### src/rtl/alu_exec_unit.sv
// Execution-stage ALU: single-cycle AND/OR/ADD/SUB and an iterative
// shift-add MUL behind a start/busy/done handshake.
module alu_exec_unit #(
    parameter int WIDTH = 32
) (
    input  logic             clk,
    input  logic             reset,
    input  logic             start,
    input  logic [3:0]       alu_ctrl,
    input  logic [WIDTH-1:0] a,
    input  logic [WIDTH-1:0] b,
    output logic [WIDTH-1:0] result,
    output logic             zero,
    output logic             busy,
    output logic             done,
    output logic             illegal
);

    localparam int CW = $clog2(WIDTH + 1);
    localparam logic [CW-1:0] LAST_CNT = CW'(WIDTH - 1);

    typedef enum logic {
        ST_IDLE = 1'b0,
        ST_MUL  = 1'b1
    } state_t;

    state_t           state_q, state_d;
    logic [WIDTH-1:0] result_q, result_d;
    logic             zero_q, zero_d;
    logic             busy_q, busy_d;
    logic             done_q, done_d;
    logic             illegal_q, illegal_d;
    logic [WIDTH-1:0] acc_q, acc_d;
    logic [WIDTH-1:0] mcand_q, mcand_d;
    logic [WIDTH-1:0] mplier_q, mplier_d;
    logic [CW-1:0]    cnt_q, cnt_d;
    logic [WIDTH-1:0] acc_next_s;

    // Next-state: operation decode in IDLE, one shift-add step per cycle in MUL
    always_comb begin
        state_d    = state_q;
        result_d   = result_q;
        zero_d     = zero_q;
        busy_d     = busy_q;
        done_d     = 1'b0;
        illegal_d  = 1'b0;
        acc_d      = acc_q;
        mcand_d    = mcand_q;
        mplier_d   = mplier_q;
        cnt_d      = cnt_q;
        acc_next_s = mplier_q[0] ? (acc_q + mcand_q) : acc_q;

        case (state_q)
            ST_IDLE: begin
                if (start) begin
                    case (alu_ctrl)
                        4'b0000: begin
                            result_d = a & b;
                            done_d   = 1'b1;
                        end
                        4'b0001: begin
                            result_d = a | b;
                            done_d   = 1'b1;
                        end
                        4'b0010: begin
                            result_d = a + b;
                            done_d   = 1'b1;
                        end
                        4'b0011: begin
                            result_d = a - b;
                            done_d   = 1'b1;
                        end
                        4'b0100: begin
                            mcand_d  = a;
                            mplier_d = b;
                            acc_d    = '0;
                            cnt_d    = '0;
                            busy_d   = 1'b1;
                            state_d  = ST_MUL;
                        end
                        default: begin
                            result_d  = '0;
                            done_d    = 1'b1;
                            illegal_d = 1'b1;
                        end
                    endcase
                    zero_d = (result_d == '0);
                end else begin
                    state_d = ST_IDLE;
                end
            end
            ST_MUL: begin
                // Fixed latency: no early exit once the multiplier drains to zero
                acc_d    = acc_next_s;
                mcand_d  = mcand_q << 1;
                mplier_d = mplier_q >> 1;
                cnt_d    = cnt_q + CW'(1);
                if (cnt_q == LAST_CNT) begin
                    result_d = acc_next_s;
                    zero_d   = (acc_next_s == '0);
                    done_d   = 1'b1;
                    busy_d   = 1'b0;
                    state_d  = ST_IDLE;
                end else begin
                    state_d = ST_MUL;
                end
            end
            default: begin
                state_d = ST_IDLE;
                busy_d  = 1'b0;
            end
        endcase
    end

    // State and output registers with synchronous reset
    always_ff @(posedge clk) begin
        if (reset) begin
            state_q   <= ST_IDLE;
            result_q  <= '0;
            zero_q    <= 1'b1;
            busy_q    <= 1'b0;
            done_q    <= 1'b0;
            illegal_q <= 1'b0;
            acc_q     <= '0;
            mcand_q   <= '0;
            mplier_q  <= '0;
            cnt_q     <= '0;
        end else begin
            state_q   <= state_d;
            result_q  <= result_d;
            zero_q    <= zero_d;
            busy_q    <= busy_d;
            done_q    <= done_d;
            illegal_q <= illegal_d;
            acc_q     <= acc_d;
            mcand_q   <= mcand_d;
            mplier_q  <= mplier_d;
            cnt_q     <= cnt_d;
        end
    end

    assign result  = result_q;
    assign zero    = zero_q;
    assign busy    = busy_q;
    assign done    = done_q;
    assign illegal = illegal_q;

endmodule
### config.mk
export PLATFORM = sky130hd
export DESIGN_NAME = alu_exec_unit
export DESIGN_NICKNAME = d
export VERILOG_FILES = /design/src/rtl/alu_exec_unit.sv
export SDC_FILE = /design/constraint.sdc
export NUM_CORES = 1
export LEC_CHECK = 0
export CAP_MARGIN = 20
export CORE_ASPECT_RATIO = 1.75
export CORE_MARGIN = 10
export CORE_UTILIZATION = 35
export DETAILED_ROUTE_END_ITERATION = 10
export PLACE_DENSITY = 0.5
export SKIP_LAST_GASP = 1
export SLEW_MARGIN = 20
export SYNTH_ARGS = -nofsm -noshare
export SYNTH_HDL_FRONTEND = slang
export SYNTH_SLANG_ARGS = --single-unit
### constraint.sdc
create_clock -name clk -period 11 [get_ports clk]
set_input_delay 2.2 -clock clk [delete_from_list [all_inputs] [get_ports clk]]
set_output_delay 2.2 -clock clk [all_outputs]
set_load 0.03 [all_outputs]
==> results of run 1 <==
## critical path: cells and delay by family
family          cells  cell delay (ps)
xor+xnor            1               80
fa+ha+maj           1              370
buf+inv             1              500
simple gates       11             3420
compound gates      5             1240
## per-layer routing
metal	vias to the layer above	global-route usage	part of all wire
li1	5446	-	-
met4	0	0.0861	0.032
met5	-	0	0
met3	62	0.0314	0.047
met1	5378	0.231	0.42
met2	295	0.356	0.50
## kinds of logic after synthesis
family          synth area share
mux                       0.0232
fa+ha+maj                  0.107
flops                      0.253
buf+inv                   0.0532
simple gates               0.188
xor+xnor                  0.0573
compound gates             0.318
## worst paths after layout
check                              endpoint  cells after the start   startpoint
worst max-delay path                   zero                     19         b[8]
worst min-delay path            mcand_q[22]                      2  mcand_q[22]
worst max register to register         zero                     13     acc_q[0]
worst min register to register  mcand_q[22]                      2  mcand_q[22]
## registers in the layout (all words and copies together) (netlist names)
name      flops
zero          1
mplier_q     32
mcand_q      32
cnt_q         6
result       32
busy          1
acc_q        32
illegal       1
state_q       1
done          1
## area by class of cell
type,instances,share of cell area
Multi-Input combinational cell,1139,0.592
Clock buffer,18,0.0339
Tap cell,391,0.0377
Sequential cell,139,0.215
Clock inverter,14,0.0143
Inverter,61,0.0177
Timing Repair Buffer,121,0.0901
## power by group
part	internal (mW)	total (mW)	switching, mW
logic	0.139	0.345	0.206
registers	0.520	0.535	0.0150
clock network	0.368	0.630	0.262
## metrics by stage
stage                     instances  utilization  power [mW]  instance area, um2  setup slack (ps)
after floorplan                1431            -       0.766               11000              4260
after global placement         1851        0.399       0.886               12300              3250
after detailed placement       1851        0.399       0.886               12300              3190
after CTS                      1883        0.419        1.52               13000              3650
after global routing           1883        0.419        1.57               13000              3190
final                          1883        0.419        1.51               13000              3550
## synthesized netlist by cell type (all sizes together) (18+ instances only)
cell    count
xnor2      40
o221ai     30
nand2b     18
clkbuf     77
maj3       31
a21oi     175
nor3       28
nor2      105
nand4      22
a22oi      22
o21ai      81
nand3      22
o21a       38
dfxtp     139
xor2       32
inv        61
nand2     149
o221a      29
ha         66
## cell usage in the layout, fill, tap and decap left out, types with 16 or more instances in the layout
cell | synthesis | layout
dfxtp_1 | 139 | 137
nand3_1 | 22 | 22
xnor2_1 | 40 | 40
clkdlybuf4s50_1 | 0 | 105
nand2_1 | 149 | 148
nor2_1 | 105 | 104
o21a_1 | 38 | 38
ha_1 | 66 | 66
clkbuf_16 | 0 | 17
o221ai_1 | 30 | 30
a21oi_1 | 173 | 172
nor3_1 | 28 | 27
nand2b_1 | 18 | 18
inv_1 | 59 | 59
o21ai_0 | 78 | 78
a22oi_1 | 22 | 22
maj3_1 | 31 | 31
o221a_2 | 29 | 29
xor2_1 | 32 | 32
a21o_1 | 16 | 16
nand4_1 | 22 | 22
==> results.md, run 1 <==
* Status: completed
* Standard-cell rows at 85
* I/O pin total at 107
* Clock buffer depth at 2
* Peak Freq at 134 MHz
* Unique cell type count in the Yosys netlist at 78
* Syn_nets at 1570
* Worst path slowest cell: or4_1
* Final #Nets at 1618
* Final Hold Viols at 0
* CP Launch Type: primary input
* Setup Fix Bufs, Post-CTS at 0
* Number of synthesized flops with an enable pin at 0
* Final Wtd Congestion at 0.913
* DR DRC count at 0
* Pin count of the biggest net entering global routing at 80
* Synth top area share at 0.253
* Peak supply drop at 124 uV
* Die ar. at 0.0392 mm2
* Rel. slew slack at 0.354
* Antenna viol nets, final at 0
* WL final at 40.4 mm
* Seq/Total Area, Yosys at 0.253
* Worst-Margin Slew at 963 ps
* Worst Setup End Kind: flop
* Port Buf Inserts at 106
* Critical path class: in -> reg
* CTS sink cnt at 139
* Final setup vio count at 0
* Pwr dens at 116 mW/mm2
* Core area at 0.0309 mm2
* Via-to-Cell Ratio at 5.94
* Initial Util at 0.356
* Global-route wire length before repair at 62.7 mm
* Largest cells by area after synthesis: dfxtp_1 25%, a21oi_1 7.9%, ha_1 7.5%, nand2_1 5.1%, nor2_1 3.6%
* Post-CTS resize count at 0
* Vias in the first global route at 11.1k
* Worst hold path type: reg -> reg
* Max Slew Vio Count at 0
* Ys flop type: dfxtp_1
* DR vias at 11.2k
* CP peak stage delay at 630 ps
* YS warnings at 0
* Layout area overhead at 17.9%
* Setup TNS at 0 ps
* Hold-fix buffers, CTS at 0
* Worst-skew pair later-pin latency at 460 ps
* Worst Skew at 10.2 ps
* Iteration-0 DRC Markers at 811
* FF+latch area at 0.00279 mm2
* Fillers at 3186
* Tcrit/Tclk final at 0.677
* LEAKAGE at 4.68 nW
* Num CTS Buffers at 17
* Post-detail-place hpwl at 30.3 mm
* Total of max-cap violations at 0
* Crit path DAT at 7810 ps
* CP required at 11360 ps
* First-pass iteration count of the detailed router at 9
* Synthesized cell area at 0.0110 mm2
* ANT cells at 0
* Clk slew on worst S/H paths at 60 ps
* Synth Area per Inst at 7.69 um2
* CTS tree: built
* Synth Register Bits at 139
* Syn Inst Count at 1431
* Fraction of registers with async set/reset at 0
* Reg2Reg Setup Slack at 6700 ps
* Synth area leader: dfxtp_1
* Root Driver: clkbuf_16
* GRT Util Overall at 0.200
* CP Max Fanout at 6
* Chip height at 255 um
* Layout cells sized above 1 at 0.0791
* Grt ovf at 0
* Initial antenna violation count at 0
* WHS at 474 ps
* RSZ-0062 raised after global routing: false
* H-tree Lvls at 4
* Minimum clock period at 7450 ps
* WL per Instance at 21.4 um
* Multi-input logic area at 0.00767 mm2
* Die X at 154 um
* Crit path cell chain: clkdlybuf4s50_1, or4_1, nor4_1, nand3b_1, nor3_1, nand2_1, nand2_1, xor2_1, ha_1, nand2_1, o21ai_0, or3_1, o21ai_0, a311oi_1, o21ai_0, nor4_1, nand4_1, or4_1, o31ai_1
Note: power is estimated with default switching activity, not from simulation.
==> inputs of run 2 (changes only) <==
==> constraint.sdc (replaced) <==
create_clock -name clk -period 7.5 [get_ports clk]
set_input_delay 1.5 -clock clk [delete_from_list [all_inputs] [get_ports clk]]
set_output_delay 1.5 -clock clk [all_outputs]
set_load 0.03 [all_outputs]
==> run 2 against run 1 <==
  * Non-clock buffer count increased by 3
  * Combinational power increased by 48%
  * Routed wire length increased by 1.8%
  * Total power increased by 48%
  * Sequential share of layout area about the same
==> results.md, run 2 (synthesized netlist as in run 1, its figures left out) <==
* Status: completed
* Num CTS Buffers at 17 (unchanged)
* RSZ-0062 raised after global routing: false
* Max Slew Vio Count at 0 (unchanged)
* Root Driver: clkbuf_16
* Hold Crit Start: mcand_q[3]
* Global-route wire length before repair at 64.5 mm (+2.8%)
* Hold-critical path depth at 2 (unchanged)
* CTS tree: built
* Setup TNS at 0 ps (unchanged)
* Final #Nets at 1621 (+0.19%)
* Port Buf Inserts at 106 (unchanged)
* LEAKAGE at 4.70 nW (+0.47%)
* H-tree Lvls at 4 (unchanged)
* Die ar. at 0.0392 mm2 (unchanged)
* Utilization after layout at 0.420 (+0.000808)
* CP Max Fanout at 6 (unchanged)
* CP Launch Type: primary input
* Peak supply drop at 171 uV (+38%)
* Iteration-0 DRC Markers at 747 (-7.9%)
* CTS sink cnt at 139 (unchanged)
* DR DRC count at 0 (unchanged)
* Minimum clock period at 6590 ps
* WHS at 472 ps (-1.57 ps)
* Worst hold path type: reg -> reg
* Worst r2r src: acc_q[0]
* Post-detail-place hpwl at 31.0 mm (+2.3%)
* Layout area overhead at 18.1%
* Worst-Margin Slew at 960 ps (-2.99 ps)
* Reg-to-Reg End: zero
* First-pass iteration count of the detailed router at 5 (-4)
* Final Wtd Congestion at 0.894 (-2.1%)
* Clock buffer depth at 2 (unchanged)
* Core area at 0.0309 mm2 (unchanged)
* Peak Freq at 152 MHz
* Total power at 2.23 mW (+48%)
* DR vias at 11.1k (-0.75%)
* Total of max-cap violations at 0 (unchanged)
* Layout cells sized above 1 at 0.0797 (+0.000617)
* Critical path class: in -> reg
* WL final at 41.1 mm (+1.8%)
* Crit path DAT at 6940 ps (-870 ps)
* Worst Setup End Kind: flop
* Post-CTS resize count at 0 (unchanged)
* ANT cells at 0 (unchanged)
* Chip height at 255 um (unchanged)
* Pin count of the biggest net entering global routing at 80 (unchanged)
* Antenna viol nets, final at 0 (unchanged)
* GRT Util Overall at 0.205 (+0.00508)
* Vias in the first global route at 11.2k (+0.83%)
* WL per Instance at 21.8 um (+1.7%)
* Endpoint, Worst Hold: mcand_q[3]
* Hold-fix buffers, CTS at 0 (unchanged)
* I/O pin total at 107 (unchanged)
* Die X at 154 um (unchanged)
* Final setup vio count at 0 (unchanged)
* Most common cell after layout, fill and taps aside: a21oi_1
* Clk slew on worst S/H paths at 70 ps (about the same)
* Grt ovf at 0 (unchanged)
* Worst Skew at 13.5 ps (+3.21 ps)
* Worst-skew pair later-pin latency at 450 ps (about the same)
* Pwr dens at 172 mW/mm2 (+47%)
* Commonest cells after routing, fill and taps aside: 172 x a21oi_1, 148 x nand2_1, 137 x dfxtp_1
* Final Hold Viols at 0 (unchanged)
* Via-to-Cell Ratio at 5.89 (-0.80%)
* Initial antenna violation count at 0 (unchanged)
* Rel. slew slack at 0.360 (+0.00587)
* Reg2Reg Setup Slack at 3340 ps (-3360 ps)
* Initial Util at 0.356 (unchanged)
* CP required at 7860 ps (-3500 ps)
* Standard-cell rows at 85 (unchanged)
* Tcrit/Tclk final at 0.878
* Setup Fix Bufs, Post-CTS at 0 (unchanged)
* Fillers at 3227 (+1.3%)
* Cell count of the worst reg-to-reg path at 13 (unchanged)
-- run 2: area by class of cell --
class                   count  area (um2)  share of cell area
multi-input cells        1139        7670               0.591
flip-flops and latches    139        2790               0.214
repair buffers            124        1190              0.0917
well taps                 391         489              0.0376
clock buffers              18         439              0.0338
inverters                  61         230              0.0177
clock inverters            12         186              0.0143
-- run 2: worst max path at each step --
stage | from | end | slack [ps] | cells past startpoint
floorplan | alu_ctrl[0] | zero | 1460 | 21
global placement | b[8] | zero | 500 | 19
detailed placement | b[8] | zero | 410 | 19
CTS | b[8] | zero | 860 | 19
global route | b[8] | zero | 390 | 19
finish | b[8] | zero | 910 | 19
-- run 2: worst max-delay path: stages --
cell	delay [ps]
clkdlybuf4s50_1	500
or4_1	620
nor4_1	330
nand3b_1	220
nor3_1	480
nand2_1	130
nand2_1	100
xor2_1	90
ha_1	380
nand2_1	120
o21ai_0	550
or3_1	190
o21ai_0	70
a311oi_1	230
o21ai_0	130
nor4_1	440
nand4_1	150
or4_1	490
o31ai_1	220
-- run 2: layer usage --
layer	vias to the layer above	part of all wire	track usage	wire length [um]
met5	-	0	0	0
met4	0	0.022	0.0620	901
met3	40	0.040	0.0302	1640
met2	247	0.51	0.368	21000
met1	5368	0.43	0.245	17500
li1	5442	-	-	-
-- run 2: power breakdown --
part / switching (mW) / internal [mW]
clock network: 0.371 / 0.567
logic: 0.304 / 0.205
registers: 0.0209 / 0.762
-- run 2: through the flow --
| step | instances | setup slack (ps) | cell area (um2) |
|---|---|---|---|
| after floorplan | 1431 | 1460 | 11000 |
| after global placement | 1854 | 502 | 12400 |
| after detailed placement | 1854 | 407 | 12400 |
| after CTS | 1884 | 857 | 13000 |
| after global routing | 1884 | 394 | 13000 |
| final | 1884 | 915 | 13000 |
==> inputs of run 3 (changes only) <==
--- a/config.mk
+++ b/config.mk
@@ -6,7 +6,6 @@
 export NUM_CORES = 1
 export LEC_CHECK = 0
 export CAP_MARGIN = 20
-export CORE_ASPECT_RATIO = 1.75
 export CORE_MARGIN = 10
 export CORE_UTILIZATION = 35
 export DETAILED_ROUTE_END_ITERATION = 10
==> run 3 against run 2 <==
  * Hold slack worse by 0.55 ps
  * Critical path depth stayed put
  * First-iteration DRC count is 31% higher
  * Clock skew is 0.63 ps higher
  * Clock power is 5.5% lower
  * Routed wire length is 3.2% lower
  * Die area is 0.71% lower
  * Critical path type unchanged
  * Largest cell class unchanged
==> results.md, run 3 (synthesized netlist as in run 1, its figures left out) <==
* Status: completed
* Worst hold path type: reg -> reg
* Switching share of power at 0.312 (+0.000420)
* Final Wtd Congestion at 0.923 (+3.2%)
* Pin count of the biggest net entering global routing at 76 (-5.0%)
* CP required at 7850 ps (about the same)
* Global-route wire length before repair at 62.7 mm (-2.8%)
* Post-CTS resize count at 0 (unchanged)
* DP Worst Slack at 502 ps (+94.8 ps)
* Hold Crit Start: mcand_q[27]
* Comb power frac at 0.233 (+0.005)
* Worst Setup End Kind: flop
* DR vias at 11.0k (-0.65%)
* Reg2Reg Setup Slack at 3150 ps (-190 ps)
* Rel. slew slack at 0.261 (-0.0989)
* Commonest cells after routing, fill and taps aside: 172 x a21oi_1, 148 x nand2_1, 137 x dfxtp_1
* CP peak stage delay at 630 ps (about the same)
* Initial antenna violation count at 0 (unchanged)
* RSZ-0062 raised after global routing: false
* CP Launch Type: primary input
* Iteration-0 DRC Markers at 977 (+31%)
* First-pass iteration count of the detailed router at 5 (unchanged)
* Reg-to-Reg End: zero
* Root Driver: clkbuf_16
* DR DRC count at 0 (unchanged)
* Worst path slowest cell: or4_1
* CTS sink cnt at 139 (unchanged)
* CP Max Fanout at 6 (unchanged)
* Cell mode on critical path: o21ai_0
* Hold-critical path depth at 2 (unchanged)
* Max Slew Vio Count at 0 (unchanged)
* Via-to-Cell Ratio at 5.84 (-0.81%)
* Endpoint, Worst Hold: mcand_q[27]
* Critical path class: in -> reg
* Cell count of the worst reg-to-reg path at 13 (unchanged)
* GRT Util Overall at 0.202 (-0.00322)
* Chip height at 197 um (-22%)
* Die X at 197 um (+28%)
* Total of max-cap violations at 0 (unchanged)
* Die ar. at 0.0389 mm2 (-0.71%)
* Most common cell after layout, fill and taps aside: a21oi_1
* Crit path cell chain: clkdlybuf4s50_1, or4_1, nor4_1, nand2_1, nor3_1, nand2b_1, o21ai_0, xor2_1, ha_1, nand2_1, o21ai_0, or3_1, o21ai_0, a311oi_1, o21ai_0, nor4_1, nand4_1, or4_1, o31ai_1
* Setup crit start: b[8]
* H-tree Lvls at 4 (unchanged)
* Clk slew on worst S/H paths at 70 ps (about the same)
* Antenna viol nets, final at 0 (unchanged)
* Minimum clock period at 6530 ps (-51.6 ps)
* Final setup vio count at 0 (unchanged)
* LEAKAGE at 4.67 nW (-0.77%)
* Layout cells sized above 1 at 0.0771 (-0.00258)
* Peak supply drop at 144 uV (-16%)
* Worst-skew pair later-pin latency at 430 ps (-20 ps)
* Worst r2r src: mcand_q[0]
* Peak Freq at 153 MHz (+0.79%)
* Worst Skew at 14.1 ps (+0.630 ps)
* Final #Nets at 1619 (-0.12%)
* Vias in the first global route at 10.7k (-4.2%)
* Internal power at 1.50 mW (-2.4%)
* Hold-fix buffers, CTS at 0 (unchanged)
* Tcrit/Tclk final at 0.871 (-0.00688)
* Clock power share at 0.407 (-0.013)
* Core area at 0.0308 mm2 (-0.38%)
* WL final at 39.8 mm (-3.2%)
* CTS tree: built
* Final WS setup at 966 ps (+51.6 ps)
* Crit path DAT at 6880 ps (-60 ps)
* Net Sw Power at 0.680 mW (-2.2%)
* Grt ovf at 0 (unchanged)
* Setup TNS at 0 ps (unchanged)
* Worst-Margin Slew at 1090 ps (+134 ps)
* Standard-cell rows at 64 (-25%)
* Pwr dens at 168 mW/mm2 (-2.1%)
* Num CTS Buffers at 17 (unchanged)
* Setup Fix Bufs, Post-CTS at 0 (unchanged)
* WL per Instance at 21.1 um (-3.3%)
* Final Hold Viols at 0 (unchanged)
* Layout area overhead at 17.7%
* Post-detail-place hpwl at 30.4 mm (-2.0%)
* ANT cells at 0 (unchanged)
* I/O pin total at 107 (unchanged)
* Initial Util at 0.357 (+0.00137)
* Port Buf Inserts at 106 (unchanged)
* Clock buffer depth at 2 (unchanged)
* Flop pwr share at 0.360 (+0.009)
## run 3: worst max-delay path: cells and delay by family
kind | cells | cell delay [ps]
buffers and inverters | 1 | 500
XOR/XNOR | 1 | 100
adder cells (fa/ha/maj) | 1 | 360
AND/OR/NAND/NOR | 10 | 2940
AO/OA/AOI/OAI | 6 | 1470
## run 3: area by class of cell
class                   instances  area, um2
fillers                      3113      17900
multi-input cells            1139       7670
flip-flops and latches        139       2790
repair buffers                122       1190
well taps                     396        495
clock buffers                  20        447
inverters                      61        229
clock inverters                10        144
## run 3: worst max-delay path by stage
| stage | depth (start not counted) | slack (ps) | end |
|---|---|---|---|
| 3_5_place_dp | 19 | 500 | zero |
| 3_3_place_gp | 19 | 620 | zero |
| 4_1_cts | 19 | 950 | zero |
| 6_report | 19 | 970 | zero |
| 2_1_floorplan | 21 | 1460 | zero |
| 5_1_grt | 19 | 410 | zero |
## run 3: power by group through the flow
stage,Sequential [mW],Combinational [mW],Clock [mW]
global placement,0.800,0.499,0
CTS,0.784,0.502,0.901
floorplan,0.809,0.315,0
detailed placement,0.800,0.499,0
global route,0.787,0.555,0.937
finish,0.785,0.506,0.886
## run 3: layer usage
metal,global-route usage,share of wire,wire length [um]
met2,0.304,0.43,17200
met5,0,0,0
met4,0.0555,0.019,757
met1,0.293,0.50,20000
met3,0.0276,0.046,1830
## run 3: per-stage QoR
stage / cells / utilization / area (um2) / hold slack (ps) / total power [mW]
CTS: 1887 / 0.420 / 13000 / 475 / 2.19
global route: 1887 / 0.420 / 13000 / 491 / 2.28
floorplan: 1431 / - / 11000 / 442 / 1.12
global placement: 1856 / 0.401 / 12300 / 461 / 1.30
finish: 1887 / 0.420 / 13000 / 472 / 2.18
detailed placement: 1857 / 0.401 / 12400 / 464 / 1.30
